===== src/rtl/conv_kernel_store.sv =====
// conv_kernel_store: weight/bias register store for one conv layer.
// Build option: CONV_KERNEL_STORE_CHECKSUM_EN adds a running checksum output.
module conv_kernel_store #(
  parameter int DATA_WIDTH    = 16,
  parameter int KER_ADR_WIDTH = 8,
  parameter int KER_WIDTH     = 5,
  parameter int KER_HEIGHT    = 5,
  parameter int IN_CHANNEL    = 1,
  parameter int OUT_CHANNEL   = 6
) (
  input  logic                     clk,
  input  logic                     rst,
  input  logic                     load_start,
  input  logic                     load_valid,
  input  logic [DATA_WIDTH-1:0]    load_data,
  output logic                     load_ready,
  output logic                     load_done,
  output logic                     loaded,
  input  logic                     in_ker_wb,
  input  logic [KER_ADR_WIDTH-1:0] in_ker_x,
  input  logic [KER_ADR_WIDTH-1:0] in_ker_y,
  input  logic [KER_ADR_WIDTH-1:0] in_ker_chIn,
  input  logic [KER_ADR_WIDTH-1:0] in_ker_chOut,
  output logic [DATA_WIDTH-1:0]    out_ker_data
`ifdef CONV_KERNEL_STORE_CHECKSUM_EN
  ,
  output logic [DATA_WIDTH-1:0]    checksum
`endif
);

  localparam int NW = KER_WIDTH * KER_HEIGHT * IN_CHANNEL * OUT_CHANNEL;
  localparam int NB = OUT_CHANNEL;
  localparam int WW = (NW > 1) ? $clog2(NW) : 1;
  localparam int BW = (NB > 1) ? $clog2(NB) : 1;

  typedef enum logic [1:0] {
    IDLE,
    LOAD_W,
    LOAD_B,
    READY
  } state_e;

  state_e          state_q, state_d;
  logic [WW-1:0]   wcnt_q, wcnt_d;
  logic [BW-1:0]   bcnt_q, bcnt_d;
  logic            ready_q, ready_d;
  logic            done_q, done_d;
  logic            loaded_q, loaded_d;
  logic            xfer;
  logic            we_w, we_b;

  logic [DATA_WIDTH-1:0] wmem_q [NW];
  logic [DATA_WIDTH-1:0] bmem_q [NB];

`ifdef CONV_KERNEL_STORE_CHECKSUM_EN
  logic [DATA_WIDTH-1:0] csum_q, csum_d;
`endif

  assign xfer = load_valid & ready_q;
  assign we_w = xfer & (state_q == LOAD_W) & ~rst;
  assign we_b = xfer & (state_q == LOAD_B) & ~rst;

  // Next-state logic for the load sequencer and its registered outputs.
  always_comb begin
    state_d  = state_q;
    wcnt_d   = wcnt_q;
    bcnt_d   = bcnt_q;
    ready_d  = ready_q;
    loaded_d = loaded_q;
    done_d   = 1'b0;
`ifdef CONV_KERNEL_STORE_CHECKSUM_EN
    csum_d   = csum_q;
    if (xfer) csum_d = csum_q + load_data;
`endif
    unique case (state_q)
      IDLE, READY: begin
        if (load_start) begin
          state_d  = LOAD_W;
          wcnt_d   = '0;
          bcnt_d   = '0;
          loaded_d = 1'b0;
          ready_d  = 1'b1;
`ifdef CONV_KERNEL_STORE_CHECKSUM_EN
          csum_d   = '0;
`endif
        end
      end
      LOAD_W: begin
        if (xfer) begin
          wcnt_d = wcnt_q + WW'(1);
          if (wcnt_q == WW'(NW - 1)) state_d = LOAD_B;
        end
      end
      LOAD_B: begin
        if (xfer) begin
          bcnt_d = bcnt_q + BW'(1);
          if (bcnt_q == BW'(NB - 1)) begin
            state_d  = READY;
            ready_d  = 1'b0;
            loaded_d = 1'b1;
            done_d   = 1'b1;
          end
        end
      end
      default: state_d = IDLE;
    endcase
  end

  // Sequencer state, counters and handshake outputs.
  always_ff @(posedge clk) begin
    if (rst) begin
      state_q  <= IDLE;
      wcnt_q   <= '0;
      bcnt_q   <= '0;
      ready_q  <= 1'b0;
      done_q   <= 1'b0;
      loaded_q <= 1'b0;
`ifdef CONV_KERNEL_STORE_CHECKSUM_EN
      csum_q   <= '0;
`endif
    end else begin
      state_q  <= state_d;
      wcnt_q   <= wcnt_d;
      bcnt_q   <= bcnt_d;
      ready_q  <= ready_d;
      done_q   <= done_d;
      loaded_q <= loaded_d;
`ifdef CONV_KERNEL_STORE_CHECKSUM_EN
      csum_q   <= csum_d;
`endif
    end
  end

  // Storage array; contents survive reset and are hidden by loaded.
  always_ff @(posedge clk) begin
    if (we_w) wmem_q[wcnt_q] <= load_data;
    if (we_b) bmem_q[bcnt_q] <= load_data;
  end

  logic [31:0]   x32, y32, ci32, co32;
  logic          hit;
  logic [WW-1:0] widx;

  // Zero-latency lookup with range and loaded masking.
  always_comb begin
    x32  = 32'(in_ker_x);
    y32  = 32'(in_ker_y);
    ci32 = 32'(in_ker_chIn);
    co32 = 32'(in_ker_chOut);
    hit  = (x32 < 32'(KER_WIDTH)) && (y32 < 32'(KER_HEIGHT)) &&
           (ci32 < 32'(IN_CHANNEL)) && (co32 < 32'(OUT_CHANNEL));
    widx = WW'(((co32 * 32'(IN_CHANNEL) + ci32) * 32'(KER_HEIGHT) + y32)
               * 32'(KER_WIDTH) + x32);
    out_ker_data = '0;
    if (loaded_q && hit) begin
      if (in_ker_wb) out_ker_data = wmem_q[widx];
      else           out_ker_data = bmem_q[co32[BW-1:0]];
    end
  end

  assign load_ready = ready_q;
  assign load_done  = done_q;
  assign loaded     = loaded_q;
`ifdef CONV_KERNEL_STORE_CHECKSUM_EN
  assign checksum   = csum_q;
`endif

endmodule

===== config.mk =====
export PLATFORM = sky130hd
export DESIGN_NAME = conv_kernel_store
export DESIGN_NICKNAME = d
export VERILOG_FILES = /design/src/rtl/conv_kernel_store.sv
export SDC_FILE = /design/constraint.sdc
export NUM_CORES = 2
export LEC_CHECK = 0
export BUFFER_PORTS_ARGS = -buffer_cell sky130_fd_sc_hd__buf_2
export CORE_ASPECT_RATIO = 0.6
export CORE_MARGIN = 4
export CORE_UTILIZATION = 63
export DETAILED_ROUTE_END_ITERATION = 10
export GPL_TIMING_DRIVEN = 0
export PLACE_DENSITY = 0.79
export SLEW_MARGIN = 20
export SYNTH_ARGS = -nofsm -noshare
export SYNTH_HDL_FRONTEND = slang
export SYNTH_SLANG_ARGS = --single-unit

===== constraint.sdc =====
create_clock -name clk -period 9 [get_ports clk]
set_input_delay 1.35 -clock clk [delete_from_list [all_inputs] [get_ports clk]]
set_output_delay 1.35 -clock clk [all_outputs]
set_load 0.02 [all_outputs]

== Yosys cells after proc, flatten, opt, wreduce, memory -nomap -nowiden ==
Memories as Yosys holds them, arrays and structs flattened.
Index checks and enable logic that the tools add are counted.
Widths: inputs -> output; s select.
Cells by class
  multiply operators: 2
  divide/modulo/power cells: 0
  reductions and logical operators: 13
  magnitude comparators: 4
  shifts and indexed selects: 0
  muxes and demuxes: 27
  bitwise logic cells: 8
  $add $sub $neg: 5
  equality and inequality tests: 10
Operator list (count)
  $mux 16: 2
  $lt 8x3->1 const B: 3
  $mux 8: 2
  $pmux 8 s2: 1
  $add 12x8->13: 1
  $mul 13x3->8 const B: 1
  $mul 9x3->12 const B: 1
  $mux 1: 11
  $mux 2: 5
  $add 8x8->9: 1
  $add 8x1->8 const B: 1
  $add 8x8->8: 1
  $eq 8x8->1 const B: 1
  $lt 8x1->1 const B: 1
  $mux 3: 2
  $ne 2x2->1 const B: 3
  $pmux 2 s3: 1
  $pmux 3 s2: 1
  $reduce_and 3->1: 2
  $and 1x1->1: 5
  $reduce_and 5->1: 1
  $eq 2x2->1 const B: 2
  $logic_and 1x1->1: 4
  $ne 2x1->1 const B: 2
  other kinds (10): 14
Word-level totals
  bits in registers: 16
  memories kept: 2
  bits in latches: 0
  output and inout bits: 19
  RAM bits: 2496
  word-level logic and storage cells: 77
  bits in read-only memories: 0
  input port bits: 53
Memories
  wmem_q: depth 150, bits a word 16, read ports 1, clocked after Yosys merged registers in 0, wr ports 1, RTL line 52  | logic [DATA_WIDTH-1:0] wmem_q [NW];
  bmem_q: depth 6, bits a word 16, read ports 1, clocked after Yosys merged registers in 0, wr ports 1, RTL line 53  | logic [DATA_WIDTH-1:0] bmem_q [NB];

== Longest topological paths before layout ==
An unclocked memory read counts as a cell.
  depth in word-level cells: 8
  mapped depth: 28
  gate-level depth less buffers: 26

== Least setup slack after synthesis ==
No wires, ideal clock.
  path type: in2out
  start: input port in_ker_chOut[1]
  end: output port out_ker_data[10]
  stages: 22
  arrival: 7.286 ns
  path slack: 0.364 ns
  cells stage by stage: clkbuf_1 buf_1 inv_1 fa_1 inv_1 a21o_1 a21oi_1 xnor2_1 ha_1 fa_1 ha_1 nor2_1 a21oi_1 xor2_1 ha_1 fa_1 ha_1 xnor2_1 clkbuf_1 mux4_2 mux2i_1 o221ai_1
On the way
  word-level cells in the longest chain between the ends: 8
RTL lines
  start: declaration: RTL line 23  | input logic [KER_ADR_WIDTH-1:0] in_ker_chOut,
  $add 8x8->9: RTL line 152  | widx = WW'(((co32 * 32'(IN_CHANNEL) + ci32) * 32'(KER_HEIGHT) + y32)
  $mul 9x3->12: RTL line 152
  $add 12x8->13: RTL line 152
  $mul 13x3->8: RTL line 153  | * 32'(KER_WIDTH) + x32);
  $add 8x8->8: RTL line 153
  $mem_v2 150x16
  $mux 16: RTL line 156  | if (in_ker_wb) out_ker_data = wmem_q[widx];
  $mux 16 *: RTL line 155  | if (loaded_q && hit) begin
  end: declaration: RTL line 24  | output logic [DATA_WIDTH-1:0] out_ker_data
Mark *: on every way between the ends. The rest lies on a longest branch, timed or not.

== Worst setup path in the final report ==
  start: input port in_ker_chIn[0]
  end: output port out_ker_data[14]
On the way
  word-level cells in the longest chain between the ends: 8
RTL lines
  start: declaration: RTL line 22  | input logic [KER_ADR_WIDTH-1:0] in_ker_chIn,
  $add 8x8->9: RTL line 152
  $mul 9x3->12: RTL line 152
  $add 12x8->13: RTL line 152
  $mul 13x3->8: RTL line 153
  $add 8x8->8: RTL line 153
  $mem_v2 150x16
  $mux 16: RTL line 156
  $mux 16 *: RTL line 155
Marked as above.

==> flow_metrics.env <==
export IMPL_drv_slew=0
export IMPL_final_layout_size_suffix_gt1_share_pct=33.8
export IMPL_layout_cells_most_common_list="2496 x edfxtp_1, 693 x mux4_2, 211 x clkbuf_16, 138 x nand2_1, 103 x buf_2"
export IMPL_relSlewSlack_pct=9.84
export IMPL_nFillCells=7985
export IMPL_drt_iter0_markers=10900
export IMPL_drtPass1Iterations=8
export IMPL_core_area_um2=154000
export IMPL_yosys_register_bits=2512
export IMPL_cap_violations=0
export IMPL_die_w_um=518
export IMPL_failed_checks="negative setup slack"
export IMPL_clock_skew_ps=52.2
export IMPL_clock_latency_ps=900
export IMPL_overflow=0
export IMPL_clock_sinks=2512
export IMPL_syn_to_final_growth_pct=14.8
export IMPL_synth_cell_types=55
export IMPL_rsz0062_at_grt="yes"
export IMPL_mostFrequentLayoutCell="edfxtp_1"
export IMPL_die_area_um2=163000
export IMPL_syn_area_per_cell_um2=22.1
export IMPL_fin_util_pct=73.4
export IMPL_synth_yosys_seq_area_share_pct=76.5
export IMPL_grt_max_degree=120
export IMPL_wire_per_inst_um=42.5
export IMPL_arrival_ps=7920
export IMPL_wl_met1_mm=102
export IMPL_start_util_pct=63.9
export IMPL_synthesis_area_um2=98300
export IMPL_grt_pass1_vias=52500
export IMPL_port_buffer_count=71
export IMPL_setup_viol=9
export IMPL_async_flop_share_pct=0
export IMPL_hp_class="reg -> reg"
export IMPL_cts_tree="yes"
export IMPL_synth_nets=4552
export IMPL_cts_root_buf="clkbuf_16"
export IMPL_highest_layer="met5"
export IMPL_htreeDepth=4
export IMPL_via_per_inst=7.59
export IMPL_synth_top_flop_cell="edfxtp_1"
export IMPL_met2_length_mm=126
export IMPL_post_route_min_period_ps=9270
export IMPL_worstMarginPinSlew_ps=1350
export IMPL_startpoint_type="input pin"
export IMPL_endpoint_kind="primary output"
export IMPL_crit_fanout=10
export IMPL_fin_nets=5010
export IMPL_antenna_violating_nets_post_route=0
export IMPL_fmax_mhz=108
export IMPL_clkTransAtPathRegs_ps=70
export IMPL_gp_congestion=0.973
export IMPL_cts_buffer_depth=3
export IMPL_drt_wl_total_mm=303
export IMPL_fin_setup_tns_ps=-869
export IMPL_ios=72
export IMPL_outcome="complete, but fails checks"
export IMPL_grt_usage_pct=37.5
export IMPL_required_ps=7650
export IMPL_dp_hpwl_mm=188
export IMPL_vias=54100
export IMPL_final_hold_violation_count=0
export IMPL_drc_errors=0
export IMPL_yosys_warnings=0
export IMPL_wl_met3_mm=55.6
export IMPL_min_period_over_period_pct=103
export IMPL_layout_setup_ws_ps=-271
export IMPL_synthCells=4444
export IMPL_path_class="in -> out"
export IMPL_antenna_found_initial=15
export IMPL_fp_dieH_um=314
export IMPL_synth_edf_count=2496
export IMPL_rows=111
export IMPL_grt_pass1_wl_mm=417
export IMPL_cts_made_buffers=206
## metrics by stage
stage	hold slack (ps)	cells	worst slack (ps)	instance area, µm²
2_1_floorplan	453	4444	364	98300
3_3_place_gp	466	6549	-3510	101000
3_5_place_dp	476	6676	-3620	104000
4_1_cts	486	7096	-43.8	112000
5_1_grt	540	7115	-139	113000
6_report	489	7134	-271	113000
## registers in the layout, summed over array words and instances, names as in the netlist
name and cells:
bmem_q 96, wcnt_q 8, loaded 1, bcnt_q 3, load_done 1, state_q 2, wmem_q 2400, load_ready 1
## what timing repair did
item | 4_1_cts | 5_1_grt
hold buffers | 0 | 0
resized for setup | 256 | 114
pin swaps | 48 | 39
setup endpoints to repair | 16 | 16
setup buffers | 36 | 13
gates cloned | 1 | 0
## critical path, cell delays in order
cell and delay, ps:
buf_2 110, ha_4 150, inv_2 40, fa_2 520, inv_2 60, ha_1 280
ha_1 330, ha_1 290, ha_1 270, buf_2 360, buf_2 330, buf_2 420
buf_4 470, mux4_2 500, mux4_2 550, mux2i_4 200, mux2i_4 140, o211ai_1 1070
o21ai_2 230, buf_6 200
## layer usage
metal	GRT usage [%]	vias up
li1	-	19600
met2	50.7	5867
met1	52.0	27500
met3	18.2	1130
met4	17.3	31
met5	2.53	-
## path summary, 6_finish.rpt
path / start / endpoint / slack, ps / depth (start not counted)
setup / recovery: in_ker_chIn[0] / out_ker_data[14] / -270 / 20
hold / removal: state_q[1] / state_q[1] / 490 / 2
setup reg to reg: load_ready / wmem_q[51][3] / 4440 / 7
hold reg to reg: state_q[1] / state_q[1] / 490 / 2
## layout make-up
cell class	instances	area (µm²)	share of cell area, %
Timing Repair Buffer	256	3200	2.84
Buffer	233	1630	1.44
Sequential cell	2512	75300	66.7
Antenna cell	20	50.0	0.0443
Inverter	47	191	0.170
Tap cell	2034	2540	2.25
Clock buffer	246	5310	4.70
Clock inverter	140	1340	1.19
Multi-Input combinational cell	1646	23300	20.7
## cell usage after synthesis, drive strengths merged (4+ instances only)
master | count | area (µm²)
a2111oi | 18 | 158
xnor2 | 22 | 193
edfxtp | 2496 | 75000
nand2 | 163 | 612
nor4 | 6 | 37.5
o21ai | 24 | 120
xor2 | 8 | 77.6
nor3 | 9 | 45.0
inv | 47 | 176
and2 | 18 | 113
or3 | 8 | 50.1
clkbuf | 119 | 447
a21oi | 67 | 335
o21bai | 4 | 30.0
fa | 11 | 220
a21o | 8 | 60.1
a221oi | 23 | 201
mux2 | 9 | 101
mux2i | 106 | 1060
o221ai | 6 | 52.6
nand3 | 37 | 185
nor3b | 7 | 52.6
mux4 | 693 | 15600
o311ai | 8 | 70.1
ha | 44 | 551
dfxtp | 16 | 320
o211a | 9 | 90.1
or2 | 4 | 25.0
nand3b | 19 | 143
nand4 | 7 | 43.8
a211oi | 18 | 135
nand2b | 9 | 56.3
nor2b | 8 | 50.1
nor2 | 209 | 785
a22oi | 21 | 163
buf | 120 | 667
o211ai | 28 | 210
## cells by family after synthesis
| kind of cell | after synthesis | share of synthesized area (%) |
|---|---|---|
| multiplexers | 808 | 17.1 |
| adder cells (fa/ha/maj) | 55 | 0.784 |
| XOR/XNOR | 32 | 0.323 |
| AO/OA/AOI/OAI | 242 | 1.72 |
| flip-flops | 2512 | 76.5 |
| buffers and inverters | 286 | 1.31 |
| AND/OR/NAND/NOR | 509 | 2.27 |
Power is left out: the tool's default activity adds up to more than one toggle a clock period on the data nets, which glitch-free logic cannot reach.
